<file path="config.mk">
export PLATFORM = sky130hd
export DESIGN_NAME = inst_fetch_flat
export DESIGN_NICKNAME = d
export VERILOG_FILES = /design/src/rtl/inst_fetch_pkg.sv /design/src/rtl/inst_fetch_if.sv /design/src/rtl/inst_fetch_pc_next.sv /design/src/rtl/inst_fetch.sv /design/src/flat_wrapper.sv
export SDC_FILE = /design/constraint.sdc
export NUM_CORES = 1
export LEC_CHECK = 0
export BUFFER_PORTS_ARGS = -buffer_cell sky130_fd_sc_hd__buf_4
export CAP_MARGIN = 20
export CORE_ASPECT_RATIO = 0.8
export CORE_MARGIN = 4
export CORE_UTILIZATION = 25
export CTS_BUF_LIST = sky130_fd_sc_hd__clkbuf_16
export DETAILED_ROUTE_END_ITERATION = 10
export HOLD_SLACK_MARGIN = 0.02
export PLACE_DENSITY = 0.55
export SLEW_MARGIN = 20
export SYNTH_ARGS = -nofsm -noshare
export SYNTH_HDL_FRONTEND = slang
export SYNTH_HIERARCHICAL = 1
export SYNTH_SLANG_ARGS = --single-unit
</file>
<file path="constraint.sdc">
create_clock -name clk -period 2.7 [get_ports clk]
set_input_delay 0.27 -clock clk [delete_from_list [all_inputs] [get_ports clk]]
set_output_delay 0.27 -clock clk [all_outputs]
set_load 0.05 [all_outputs]
</file>
<file path="src/rtl/inst_fetch_pkg.sv">
// Shared CPU constants and types for the instruction-fetch slice.
// Optional feature macro: INST_FETCH_NOP_EN (present a NOP while no instruction is valid).
package inst_fetch_pkg;
  localparam int unsigned PC_W = 64;
  localparam logic [PC_W-1:0] RESET_PC_DEFAULT = 64'h0;
  localparam logic [31:0] NOP_INST = 32'h0000_0013;  // addi x0,x0,0

  typedef logic [0:0] fetch_state_t;
  localparam fetch_state_t ST_RUN  = 1'b0;
  localparam fetch_state_t ST_HALT = 1'b1;

  function automatic logic misaligned(input logic [PC_W-1:0] a);
    return a[1:0] != 2'b00;
  endfunction
endpackage

</file>
<file path="src/rtl/inst_fetch_if.sv">
// Instruction-memory request bus between fetch (master) and memory (slave).
interface inst_fetch_if;
  import inst_fetch_pkg::*;
  logic            imem_req;
  logic [PC_W-1:0] imem_addr;
  logic            imem_ready;
  logic [31:0]     imem_rdata;

  modport master (output imem_req, imem_addr, input imem_ready, imem_rdata);
  modport slave  (input imem_req, imem_addr, output imem_ready, imem_rdata);
endinterface

</file>
<file path="src/rtl/inst_fetch_pc_next.sv">
// Next fetch-PC selection: aligned redirect > stall hold > sequential +4 on handshake.
module pc_next
  import inst_fetch_pkg::*;
(
  input  logic [PC_W-1:0] pc_f,
  input  logic            hs,
  input  logic            stall,
  input  logic            redirect,
  input  logic [PC_W-1:0] redirect_pc,
  output logic [PC_W-1:0] pc_nxt
);
  always_comb begin
    pc_nxt = pc_f;
    if (redirect) begin
      // a misaligned target halts fetch, so the old PC is kept
      if (!misaligned(redirect_pc)) pc_nxt = redirect_pc;
    end else if (!stall && hs) begin
      pc_nxt = pc_f + 64'd4;
    end
  end
endmodule

</file>
<file path="src/rtl/inst_fetch.sv">
// Single-issue instruction fetch with stall, redirect/flush and sticky misalignment halt.
// Optional feature macro: INST_FETCH_NOP_EN.
module inst_fetch
  import inst_fetch_pkg::*;
#(
  parameter logic [PC_W-1:0] RESET_PC = RESET_PC_DEFAULT
) (
  input  logic              clk,
  input  logic              rst,
  inst_fetch_if.master      imem,
  input  logic              stall,
  input  logic              redirect,
  input  logic [PC_W-1:0]   redirect_pc,
  output logic [31:0]       inst,
  output logic [PC_W-1:0]   pc,
  output logic              inst_valid,
  output logic              flush,
  output logic              fetch_err
);
  fetch_state_t    state_q;
  logic [PC_W-1:0] pc_f, pc_nxt, pc_q;
  logic [31:0]     inst_q;
  logic            vld_q, flush_q, err_q;
  logic            run, redir_run, hs;

  assign run       = (state_q == ST_RUN);
  assign redir_run = run & redirect;

  assign imem.imem_req  = rst & run & ~stall & ~redirect;
  assign imem.imem_addr = pc_f;
  assign hs             = imem.imem_req & imem.imem_ready;

  pc_next u_pc_next (
    .pc_f        (pc_f),
    .hs          (hs),
    .stall       (stall),
    .redirect    (redir_run),
    .redirect_pc (redirect_pc),
    .pc_nxt      (pc_nxt)
  );

  always_ff @(posedge clk) begin
    if (!rst) begin
      state_q <= ST_RUN;
      pc_f    <= RESET_PC;
      pc_q    <= '0;
      inst_q  <= '0;
      vld_q   <= 1'b0;
      flush_q <= 1'b0;
      err_q   <= 1'b0;
    end else begin
      flush_q <= redir_run;
      pc_f    <= pc_nxt;
      if (redir_run) begin
        vld_q <= 1'b0;
        if (misaligned(redirect_pc)) begin
          state_q <= ST_HALT;
          err_q   <= 1'b1;
        end
      end else if (run && !stall) begin
        vld_q <= hs;
        if (hs) begin
          inst_q <= imem.imem_rdata;
          pc_q   <= pc_f;
        end
      end
    end
  end

`ifdef INST_FETCH_NOP_EN
  assign inst = vld_q ? inst_q : NOP_INST;
`else
  assign inst = inst_q;
`endif
  assign pc         = pc_q;
  assign inst_valid = vld_q;
  assign flush      = flush_q;
  assign fetch_err  = err_q;
endmodule
</file>
<file path="src/flat_wrapper.sv">
// flat-port wrapper written by rule: the top's interface ports become plain ports
module inst_fetch_flat import inst_fetch_pkg::*;
#(
  parameter logic [PC_W-1:0] RESET_PC = RESET_PC_DEFAULT
)
  (clk, rst, stall, redirect, redirect_pc, inst, pc, inst_valid, flush, fetch_err, imem_imem_req, imem_imem_addr, imem_imem_ready, imem_imem_rdata);
  inst_fetch_if imem_i ();
  input  logic clk;
  input  logic rst;
  input  logic stall;
  input  logic redirect;
  input  logic [PC_W-1:0] redirect_pc;
  output logic [31:0] inst;
  output logic [PC_W-1:0] pc;
  output logic inst_valid;
  output logic flush;
  output logic fetch_err;
  output wire logic [$bits(imem_i.imem_req)-1:0] imem_imem_req;
  output wire logic [$bits(imem_i.imem_addr)-1:0] imem_imem_addr;
  input wire logic [$bits(imem_i.imem_ready)-1:0] imem_imem_ready;
  input wire logic [$bits(imem_i.imem_rdata)-1:0] imem_imem_rdata;
  assign imem_imem_req = imem_i.imem_req;
  assign imem_imem_addr = imem_i.imem_addr;
  assign imem_i.imem_ready = imem_imem_ready;
  assign imem_i.imem_rdata = imem_imem_rdata;
  inst_fetch #(.RESET_PC(RESET_PC)) u_core (.clk(clk), .rst(rst), .imem(imem_i), .stall(stall), .redirect(redirect), .redirect_pc(redirect_pc), .inst(inst), .pc(pc), .inst_valid(inst_valid), .flush(flush), .fetch_err(fetch_err));
endmodule
</file>
---- Word-level counts from Yosys, hierarchy flattened ----
Cells that the tools add are included.
cells by class
  add/sub/neg operators ................... 1
  eq/ne operators ......................... 1
  mux-type cells .......................... 3
  bitwise logic cells ..................... 10
  reduce and logical (&&, ||, !) cells .... 9
operators with widths
  cell                                            number
  two-way mux 64 bit                              3
  adder 64 x 3 -> 64 bit (second input constant)  1
  AND 1 bit                                       5
  inverter 1 bit                                  5
  AND reduction 2 bit                             2
  nonzero test 2 bit                              2
  AND reduction 3 bit                             1
  logical AND 1 bit                               2
  != test 2 bit (second input constant)           1
  OR reduction 2 bit                              1
  zero test 1 bit                                 1
word-level totals
  register bits ........................... 163
  bits of input ports ..................... 101

---- Depth between registers and ports, before layout ----
Gate-level depths: netlist (run 1).
  depth in word-level cells ............... 8
  gate-level depth with buffers ........... 13
  depth with buffers taken out ............ 8

---- Cells and area by module ----
The synthesis (run 1) kept the hierarchy.
modules (own cells, without submodules)
  module      times used  cells each  area each (µm²)
  inst_fetch  1           578         5366.4
  pc_next     1           469         2722.6

---- Least setup slack after synthesis (run 1) ----
No wires, ideal clock.
  kind .................................... register -> register
  from .................................... reg, netlist name u_core/fetch_err
  to ...................................... reg u_core.pc_f[63], in the netlist u_core/imem.imem_addr[63]
  arrival time ............................ 3.011 ns
  required time ........................... 2.585 ns
  slack ................................... -0.426 ns
  stages on the path, launching flop included .. 12
  path buffers ............................ 3
  clock period less this slack ............ 3.126 ns
  cell sequence ........................... dfxtp_1 -> nor3b_4 -> and2_1 -> buf_4 -> buf_6 -> buf_8 -> nand2b_1 -> nor4_2 -> nand3_1 -> o41a_1 -> o31a_1 -> and2_1
RTL lines
  item                    line              source
  end signal: assignment  inst_fetch.sv:53  pc_f <= pc_nxt;
  end: declaration        inst_fetch.sv:21  logic [PC_W-1:0] pc_f, pc_nxt, pc_q;

==> results.ini, run 1 <==
[run_status]
outcome = finished, final reports clean

[global_route]
grt_max_degree = 97
grt_pass1_wl_mm = 51.1
antenna_found_initial = 3
grt_overflow = 0
grtUsageTotal_pct = 18.1
first_global_vias = 8382

[setup_path]
crit_chain = nor3b_4, and2_4, buf_4, and4b_1, nand2_1, nor4_1, mux2i_1, nand2_1, and2_1
cp_max_fo = 22
start_kind = flop
rr_startpoint = u_core/fetch_err
crit_slowest_cell = nor4_1
worst_setup_path_end_kind = flop
cp.required_ns = 3.02
cp_top_family = simple AND/OR/NAND/NOR gates
reg2reg_slack_ns = 0.17
cpPeakStageDelay_ns = 0.44
cp_data_arrival_time_ns = 2.85
reg2reg_depth = 9
worstSetupPathType = reg -> reg
cp.depth = 9
r2r-end = u_core/imem.imem_addr[44]
path_buf_inv = 1
cpMostUsedCell = nand2_1

[job]
drv_cap = 0

[synth]
ys_top_cells_by_area = dfxtp_1, nand3_1, nand2_1
syn_nets = 1149
avgSynthCellArea_sq_um = 7.73
seq_area_frac_synth_pct = 40.3
syn-instance-count = 1047
synth_largest_area_cell = dfxtp_1
synth_area_sq_mm = 0.00809
synth.yosys.warnings = 6
ys_types = 72
synth_enable_flop_cells = 0
async_flop_share_pct = 0
synth_seq_cells = 163
synth.top_cell.area_share_pct = 40.3
synthFlopType = dfxtp_1

[sta]
setup_tns_ns = 0
layout_setup_ws_ns = 0.169
worst_pin_slew_ns = 1.01
hold_ws_ns = 0.0610
period_share_pct = 93.7
skew_ns = 0.0127
fin_crit_ns = 2.53
max_slew_margin_pct = 32.4
max_freq_mhz = 395
setup_violations = 0
hold_viol = 0
slew_viol_final = 0
rsz0062_at_grt = yes

[min_path]
hold_class = in -> reg
min_path_cells = 3
whs_endpoint = u_core/inst[8]
min-delay-start = imem_imem_rdata[8]

[floorplanning]
rows = 58
core-area_sq_mm = 0.0316
die_area_sq_mm = 0.0353
dieHeight_microns = 169
initial_utilization_pct = 25.6
die_w_microns = 209
io_pins = 265

[clocking]
cts_max_path_buffers = 2
clk_pin_slew_ns = 0.07
cts_buffers = 17
cts_root_buf = clkbuf_16
cts.htree.levels = 4
clock_latency_ns = 0.43
cts_tree = yes
cts.sinks = 163
hold_buffers = 0

[route]
drt_iter0_drc = 987
dr.pass1.iters = 5
wl_mm = 33.5
ant_nets = 0
drc_errors = 0
viasPerCell = 5.14
avgRoutedWirePerCell_microns = 19.3
vias = 8930

[layout]
layout_common_cells = buf_4, dfxtp_1, nand2_1, nand3_1, o21ai_1
instances_no_fill = 1737
drive_gt1_share_pct = 29.1
final_nets = 1406
n_antenna_cell = 0
postLayoutCellArea_sq_mm = 0.0113
layout-area-overhead-vs-synth_pct = 39.2
fin_util_pct = 35.6
final_common_cell = buf_4

[power]
p_leak_nw = 4.55
ir_drop_mv = 0.312
cellPowerDensity_mw_per_mm2 = 553
power.total_mw = 6.22

[placement]
post_dp_cell_area_sq_mm = 0.0107
place_ws_ns = 0.129
portBuffers = 264
dp_hpwl_mm = 23.5
gp_routability_congestion = 0.843
dp.cells = 1703

how the worst max path moves through the flow:
| stage | from | to | slack [ns] |
|---|---|---|---|
| CTS | u_core/fetch_err | imem_imem_req | 0.09 |
| floorplan | u_core/fetch_err | u_core/imem.imem_addr[63] | 0.02 |
| global placement | stall | u_core/imem.imem_addr[57] | 0.15 |
| detailed placement | stall | u_core/imem.imem_addr[57] | 0.13 |
| global route | u_core/fetch_err | u_core/imem.imem_addr[46] | -0.007 |
| finish | u_core/fetch_err | u_core/imem.imem_addr[44] | 0.17 |
metal layers:
metal	part of all wire, %	global-route usage (%)	vias up
li1	-	-	4279
met1	47	26.2	4208
met2	42	26.3	403
met3	9.8	6.15	34
met4	1.2	3.66	6
met5	0.15	0	-
where the power goes:
group	switching, mW	total (mW)	internal (mW)
clock	1.12	2.50	1.37
combinational	0.713	1.11	0.401
sequential	0.118	2.61	2.49
total	1.96	6.22	4.27
sequential cells by signal, indices dropped and copies added (netlist names):
signal / cells
u_core/fetch_err: 1
u_core/flush: 1
u_core/imem.imem_addr: 64
u_core/inst: 32
u_core/inst_valid: 1
u_core/pc: 64
Yosys cell counts, drive strengths merged (4+ instances only):
cell type  instances
a211oi            14
a21oi             23
a311oi             7
a31oi             11
and2              69
and3              21
and4              13
buf               27
clkbuf            57
dfxtp            163
inv                9
mux2i              6
nand2            156
nand3            127
nand4             27
nor2              66
nor2b              9
nor3              16
nor4              13
nor4b              5
o21a               4
o21ai            114
o22ai              9
o31a               8
o31ai              5
o32ai              7
or3               15
or4                4
kinds of logic (layout without fill, tap and decap cells):
kind of cell / count (synthesis) / in the layout / share of synthesized area, %
adders and majority gates: 1 / 1 / 0.155
xor gates and xnor gates: 1 / 1 / 0.108
AOI/OAI and AO/OA: 232 / 232 / 18.3
buffers and inverters: 95 / 365 / 5.54
muxes: 6 / 6 / 0.742
and+or+nand+nor: 549 / 549 / 34.8
DFF: 163 / 163 / 40.3
tightest hold or removal path, delay by kind of cell:
kind	cells	cell delay, ns
AND/OR/NAND/NOR	1	0.05
AO/OA/AOI/OAI	1	0.06
buffers and inverters	1	0.07
area by class of cell:
class / instances / area (sq um)
clock buffers: 17 / 425
inverters: 10 / 37.5
multi-input cells: 789 / 4410
flip-flops and latches: 163 / 3270
well taps: 420 / 526
repair buffers: 323 / 2440
clock inverters: 15 / 154
fillers: 3348 / 20400
repair_timing:
action	4_1_cts	5_1_grt
gates resized for setup	0	1
setup buffers	0	2
setup endpoints to repair	0	2
Note: power is estimated with default switching activity, not from simulation.
==> inputs of run 2 (changes only) <==
CELL_PAD_IN_SITES_DETAIL_PLACEMENT = 0   (was not set)
CELL_PAD_IN_SITES_GLOBAL_PLACEMENT = 1   (was not set)
PLACE_DENSITY = 0.68   (was 0.55)
==> results.ini, run 2 (synthesis results as in run 1) <==
[run_status]
outcome = finished, final reports clean  ; unchanged

[global_route]
grt_max_degree = 97  ; unchanged
grtUsageTotal_pct = 18.4  ; was 18.1%
grt_overflow = 0  ; unchanged
grt_pass1_wl_mm = 51.9  ; was 51.1 mm
antenna_found_initial = 1  ; was 3
first_global_vias = 8585  ; was 8382

[layout]
layout-area-overhead-vs-synth_pct = 38.7  ; was 39.2%
n_antenna_cell = 0  ; unchanged
final_nets = 1399  ; was 1406
drive_gt1_share_pct = 28.9  ; was 29.1%
fillers = 3405  ; was 3348
layout_common_cells = buf_4, dfxtp_1, nand2_1, nand3_1, o21ai_1  ; unchanged
instances_no_fill = 1730  ; was 1737
postLayoutCellArea_sq_mm = 0.0112  ; was 0.0113 sq mm
final_common_cell = buf_4  ; unchanged

[clocking]
cts_buffers = 17  ; unchanged
cts.htree.levels = 4  ; unchanged
clk_pin_slew_ns = 0.08  ; was 0.07 ns
cts_max_path_buffers = 2  ; unchanged
clock_latency_ns = 0.44  ; was 0.43 ns
cts_setup_buffers = 0  ; unchanged
cts_tree = yes  ; unchanged
cts_root_buf = clkbuf_16  ; unchanged
cts.sinks = 163  ; unchanged

[placement]
post_dp_cell_area_sq_mm = 0.0106  ; was 0.0107 sq mm
portBuffers = 264  ; unchanged
dp.cells = 1698  ; was 1703
place_ws_ns = 0.102  ; was 0.129 ns
gp_routability_congestion = 0.825  ; was 0.843
dp_hpwl_mm = 23.7  ; was 23.5 mm

[setup_path]
cp_data_arrival_time_ns = 2.98  ; was 2.85 ns
rr_startpoint = u_core/fetch_err  ; unchanged
crit_slowest_cell = or3_2  ; was nor4_1
cp.required_ns = 3.08  ; was 3.02 ns
start_kind = flop  ; unchanged
worstSetupPathType = reg -> reg  ; unchanged
cp_max_fo = 7  ; was 22
worst_setup_path_end_kind = flop  ; unchanged
worstSetupStartpoint = u_core/fetch_err  ; unchanged
crit_chain = nor3b_4, and2_4, nand2b_1, nor4_4, buf_4, nand4_1, or3_2, a31oi_1, and2_1  ; was nor3b_4, and2_4, buf_4, and4b_1, nand2_1, nor4_1, mux2i_1, nand2_1, and2_1
cpPeakStageDelay_ns = 0.51  ; was 0.44 ns

[route]
vias = 8755  ; was 8930
drc_errors = 0  ; unchanged
wl_mm = 33.9  ; was 33.5 mm
dr.pass1.iters = 5  ; unchanged
drt_iter0_drc = 678  ; was 987
viasPerCell = 5.06  ; was 5.14
ant_nets = 0  ; unchanged
avgRoutedWirePerCell_microns = 19.6  ; was 19.3 microns

[floorplanning]
initial_utilization_pct = 25.6  ; unchanged
die_area_sq_mm = 0.0353  ; unchanged
core-area_sq_mm = 0.0316  ; unchanged
rows = 58  ; unchanged
dieHeight_microns = 169  ; unchanged
die_w_microns = 209  ; unchanged
io_pins = 265  ; unchanged

[min_path]
min-delay-start = imem_imem_rdata[7]  ; was imem_imem_rdata[8]
hold_class = in -> reg  ; unchanged

[power]
p_leak_nw = 4.51  ; was 4.55 nW
ir_drop_mv = 0.365  ; was 0.312 mV
p_int_mw = 4.21  ; was 4.27 mW
p_clk_share_pct = 40.3  ; was 40.1%
power_frac_seq_pct = 41.9  ; was 42.0%
switchingPower_mw = 2.03  ; was 1.96 mW
share_comb_of_total_power_pct = 17.8  ; was 17.9%
cellPowerDensity_mw_per_mm2 = 556  ; was 553 mW/mm^2
swShare_pct = 32.5  ; was 31.4%

[sta]
hold_viol = 0  ; unchanged
worst_pin_slew_ns = 1.07  ; was 1.01 ns
setup_tns_ns = 0  ; unchanged
max_freq_mhz = 385  ; was 395 MHz
max_slew_margin_pct = 28.5  ; was 32.4%
slew_viol_final = 0  ; unchanged
skew_ns = 0.0129  ; was 0.0127 ns
fin_crit_ns = 2.60  ; was 2.53 ns
rsz0062_at_grt = no  ; was yes
setup_violations = 0  ; unchanged
period_share_pct = 96.3  ; was 93.7%
layout_setup_ws_ns = 0.101  ; was 0.169 ns

[job]
drv_cap = 0  ; unchanged

run 2: final cells by class:
| cell class | instances | area, sq um | area share (%) |
|---|---|---|---|
| Multi-Input combinational cell | 789 | 4410 | 39.3 |
| Clock inverter | 15 | 166 | 1.48 |
| Timing Repair Buffer | 316 | 2390 | 21.3 |
| Tap cell | 420 | 526 | 4.68 |
| Sequential cell | 163 | 3270 | 29.1 |
| Clock buffer | 17 | 425 | 3.79 |
| Inverter | 10 | 37.5 | 0.334 |
run 2: final timing paths:
path | cells after the start | slack, ns | to
worst max-delay path | 9 | 0.10 | u_core/imem.imem_addr[57]
worst min-delay path | 3 | 0.05 | u_core/inst[7]
worst max register to register | 9 | 0.10 | u_core/imem.imem_addr[57]
worst min register to register | 2 | 0.45 | u_core/inst[3]
run 2: power groups by stage:
stage | Combinational, mW | Sequential, mW | Clock (mW)
2_1_floorplan | 0.363 | 2.95 | 0
3_3_place_gp | 1.11 | 2.66 | 0
3_5_place_dp | 1.11 | 2.67 | 0
4_1_cts | 1.12 | 2.61 | 2.59
5_1_grt | 1.18 | 2.63 | 2.67
6_report | 1.11 | 2.61 | 2.51
run 2: metal layers:
metal	global-route usage [%]	routed length, microns
met5	0	13
met4	3.40	271
met3	4.97	2550
met2	27.6	14700
met1	26.8	16500
run 2: critical path, delay by kind of cell (launching register included):
family	cells	cell delay (ns)
buffers and inverters	1	0.20
DFF	1	0.38
and+or+nand+nor	7	1.81
AOI/OAI and AO/OA	1	0.16
run 2: through the flow:
step	hold WS, ns	power (mW)	util (%)
3_3_place_gp	0.436	3.78	33.6
2_1_floorplan	0.407	3.31	-
6_report	0.0519	6.24	35.5
5_1_grt	0.0414	6.49	35.5
3_5_place_dp	0.440	3.78	33.6
4_1_cts	0.0280	6.32	35.5
run 2: timing repair:
item                                    in CTS  in global routing
endpoints found under the setup margin       0                  1
hold buffers                                 0                  0
resized for setup                            0                  1
endpoints found under the hold margin        0                  0
==> inputs of run 3 (changes only) <==
CELL_PAD_IN_SITES_DETAIL_PLACEMENT = not set   (was 0)
CELL_PAD_IN_SITES_GLOBAL_PLACEMENT = not set   (was 1)
PLACE_DENSITY = 0.54   (was 0.68)
==> results.ini, run 3 (synthesis results as in run 1) <==
[run_status]
outcome = finished, final reports clean  ; unchanged

[route]
dr.pass1.iters = 5  ; unchanged
wl_mm = 34.0  ; was 33.9 mm
ant_nets = 0  ; unchanged
vias = 8905  ; was 8755
drc_errors = 0  ; unchanged
avgRoutedWirePerCell_microns = 19.5  ; was 19.6 microns
viasPerCell = 5.11  ; was 5.06
drt_iter0_drc = 702  ; was 678

[floorplanning]
core-area_sq_mm = 0.0316  ; unchanged
die_w_microns = 209  ; unchanged
rows = 58  ; unchanged
dieHeight_microns = 169  ; unchanged
io_pins = 265  ; unchanged
die_area_sq_mm = 0.0353  ; unchanged
initial_utilization_pct = 25.6  ; unchanged

[setup_path]
cp.required_ns = 3.08  ; about the same
endpoint = u_core/imem.imem_addr[57]  ; unchanged
worstSetupStartpoint = u_core/imem.imem_addr[37]  ; was u_core/fetch_err
r2r-end = u_core/imem.imem_addr[57]  ; unchanged
rr_startpoint = u_core/imem.imem_addr[37]  ; was u_core/fetch_err
worst_setup_path_end_kind = flop  ; unchanged
worstSetupPathType = reg -> reg  ; unchanged
cp_data_arrival_time_ns = 2.88  ; was 2.98 ns
cp_max_fo = 8  ; was 7
start_kind = flop  ; unchanged
reg2reg_slack_ns = 0.20  ; was 0.10 ns
reg2reg_depth = 6  ; was 9

[clocking]
cts.htree.levels = 4  ; unchanged
cts_tree = yes  ; unchanged
hold_buffers = 0  ; unchanged
cts_buffers = 17  ; unchanged
clk_pin_slew_ns = 0.07  ; was 0.08 ns
cts.sinks = 163  ; unchanged
clock_latency_ns = 0.44  ; about the same
cts_max_path_buffers = 2  ; unchanged
cts_root_buf = clkbuf_16  ; unchanged

[placement]
portBuffers = 264  ; unchanged
gp_routability_congestion = 0.853  ; was 0.825
dp.cells = 1708  ; was 1698
dp_hpwl_mm = 24.2  ; was 23.7 mm

[sta]
max_freq_mhz = 400  ; was 385 MHz
setup_tns_ns = 0  ; unchanged
skew_ns = 0.0103  ; was 0.0129 ns
slew_viol_final = 0  ; unchanged
rsz0062_at_grt = no  ; unchanged
max_slew_margin_pct = 36.8  ; was 28.5%
fin_crit_ns = 2.50  ; was 2.60 ns
setup_violations = 0  ; unchanged
period_share_pct = 92.5  ; was 96.3%
hold_viol = 0  ; unchanged
worst_pin_slew_ns = 0.948  ; was 1.07 ns

[layout]
layout_common_cells = buf_4, dfxtp_1, nand2_1, nand3_1, o21ai_1  ; unchanged
final_common_cell = buf_4  ; unchanged
fillers = 3413  ; was 3405
final_nets = 1410  ; was 1399
layout-area-overhead-vs-synth_pct = 39.4  ; was 38.7%
drive_gt1_share_pct = 29.8  ; was 28.9%
instances_no_fill = 1744  ; was 1730

[power]
swShare_pct = 32.7  ; was 32.5%
p_int_mw = 4.10  ; was 4.21 mW
share_comb_of_total_power_pct = 18.5  ; was 17.8%
cellPowerDensity_mw_per_mm2 = 540  ; was 556 mW/mm^2
switchingPower_mw = 1.99  ; was 2.03 mW
p_clk_share_pct = 38.7  ; was 40.3%
p_leak_nw = 4.55  ; was 4.51 nW
ir_drop_mv = 0.380  ; was 0.365 mV
power.total_mw = 6.09  ; was 6.24 mW
power_frac_seq_pct = 42.9  ; was 41.9%

[global_route]
grt_pass1_wl_mm = 51.9  ; about the same
grt_max_degree = 90  ; was 97
grtUsageTotal_pct = 18.5  ; was 18.4%
grt_overflow = 0  ; unchanged
first_global_vias = 8557  ; was 8585
antenna_found_initial = 3  ; was 1

[job]
drv_cap = 0  ; unchanged

[min_path]
hold_class = in -> reg  ; unchanged

==> run 3: how the worst min path moves through the flow <==
stage | endpoint | start | cells after the start | slack, ns
floorplan | u_core/inst[0] | imem_imem_rdata[0] | 2 | 0.41
global placement | u_core/inst[0] | u_core/inst[0] | 2 | 0.44
detailed placement | u_core/pc[3] | u_core/pc[3] | 2 | 0.44
CTS | u_core/inst[5] | imem_imem_rdata[5] | 3 | 0.03
global route | u_core/inst[4] | imem_imem_rdata[4] | 3 | 0.03
finish | u_core/inst[5] | imem_imem_rdata[5] | 3 | 0.05
==> run 3: area by class of cell <==
type	count	area [sq um]	share of cell area, %
antenna	3	7.51	0.0666
timing repair buffer	327	2470	21.9
tap	420	526	4.66
clock inverter	15	124	1.10
sequential	163	3270	29.0
multi-input combinational	789	4420	39.2
inverter	10	37.5	0.333
clock buffer	17	425	3.77
==> run 3: power by group through the flow <==
stage	sequential, mW	clock (mW)	combinational [mW]
after floorplan	2.95	0	0.363
after global placement	2.66	0	1.12
after detailed placement	2.66	0	1.13
after CTS	2.61	2.43	1.13
after global routing	2.62	2.54	1.20
final	2.61	2.35	1.12
==> run 3: repair_timing <==
item / in CTS / in global routing
setup buffers: 0 / 1
hold endpoints to repair: 0 / 0
gates resized for setup: 0 / 3
endpoints found under the setup margin: 0 / 7
==> run 3: through the flow <==
stage                     hold WS, ns  worst slack (ns)  utilization, %  cell area [sq um]
after CTS                      0.0262             0.147            35.6              11300
after global routing           0.0342            0.0141            35.6              11300
after detailed placement        0.442            0.0840            33.8              10700
final                          0.0503             0.202            35.6              11300
after floorplan                 0.407            0.0223               -               8110
after global placement          0.436             0.162            33.8              10700
==> run 3: critical path: stages, from the launching register on <==
cell and delay (ns):
dfxtp_1 0.52, nand4_1 0.32, nor3_2 0.45, nand4_1 0.35
or3_2 0.51, a31oi_1 0.16, and2_1 0.13
==> run 3: layer usage <==
layer  track usage (%)  vias up  wire [microns]
met5                 0        -              11
met4              4.11        2             462
met3              5.52       27            2550
met2              28.0      327           14500
met1              26.2     4251           16400
li1                  -     4298               -
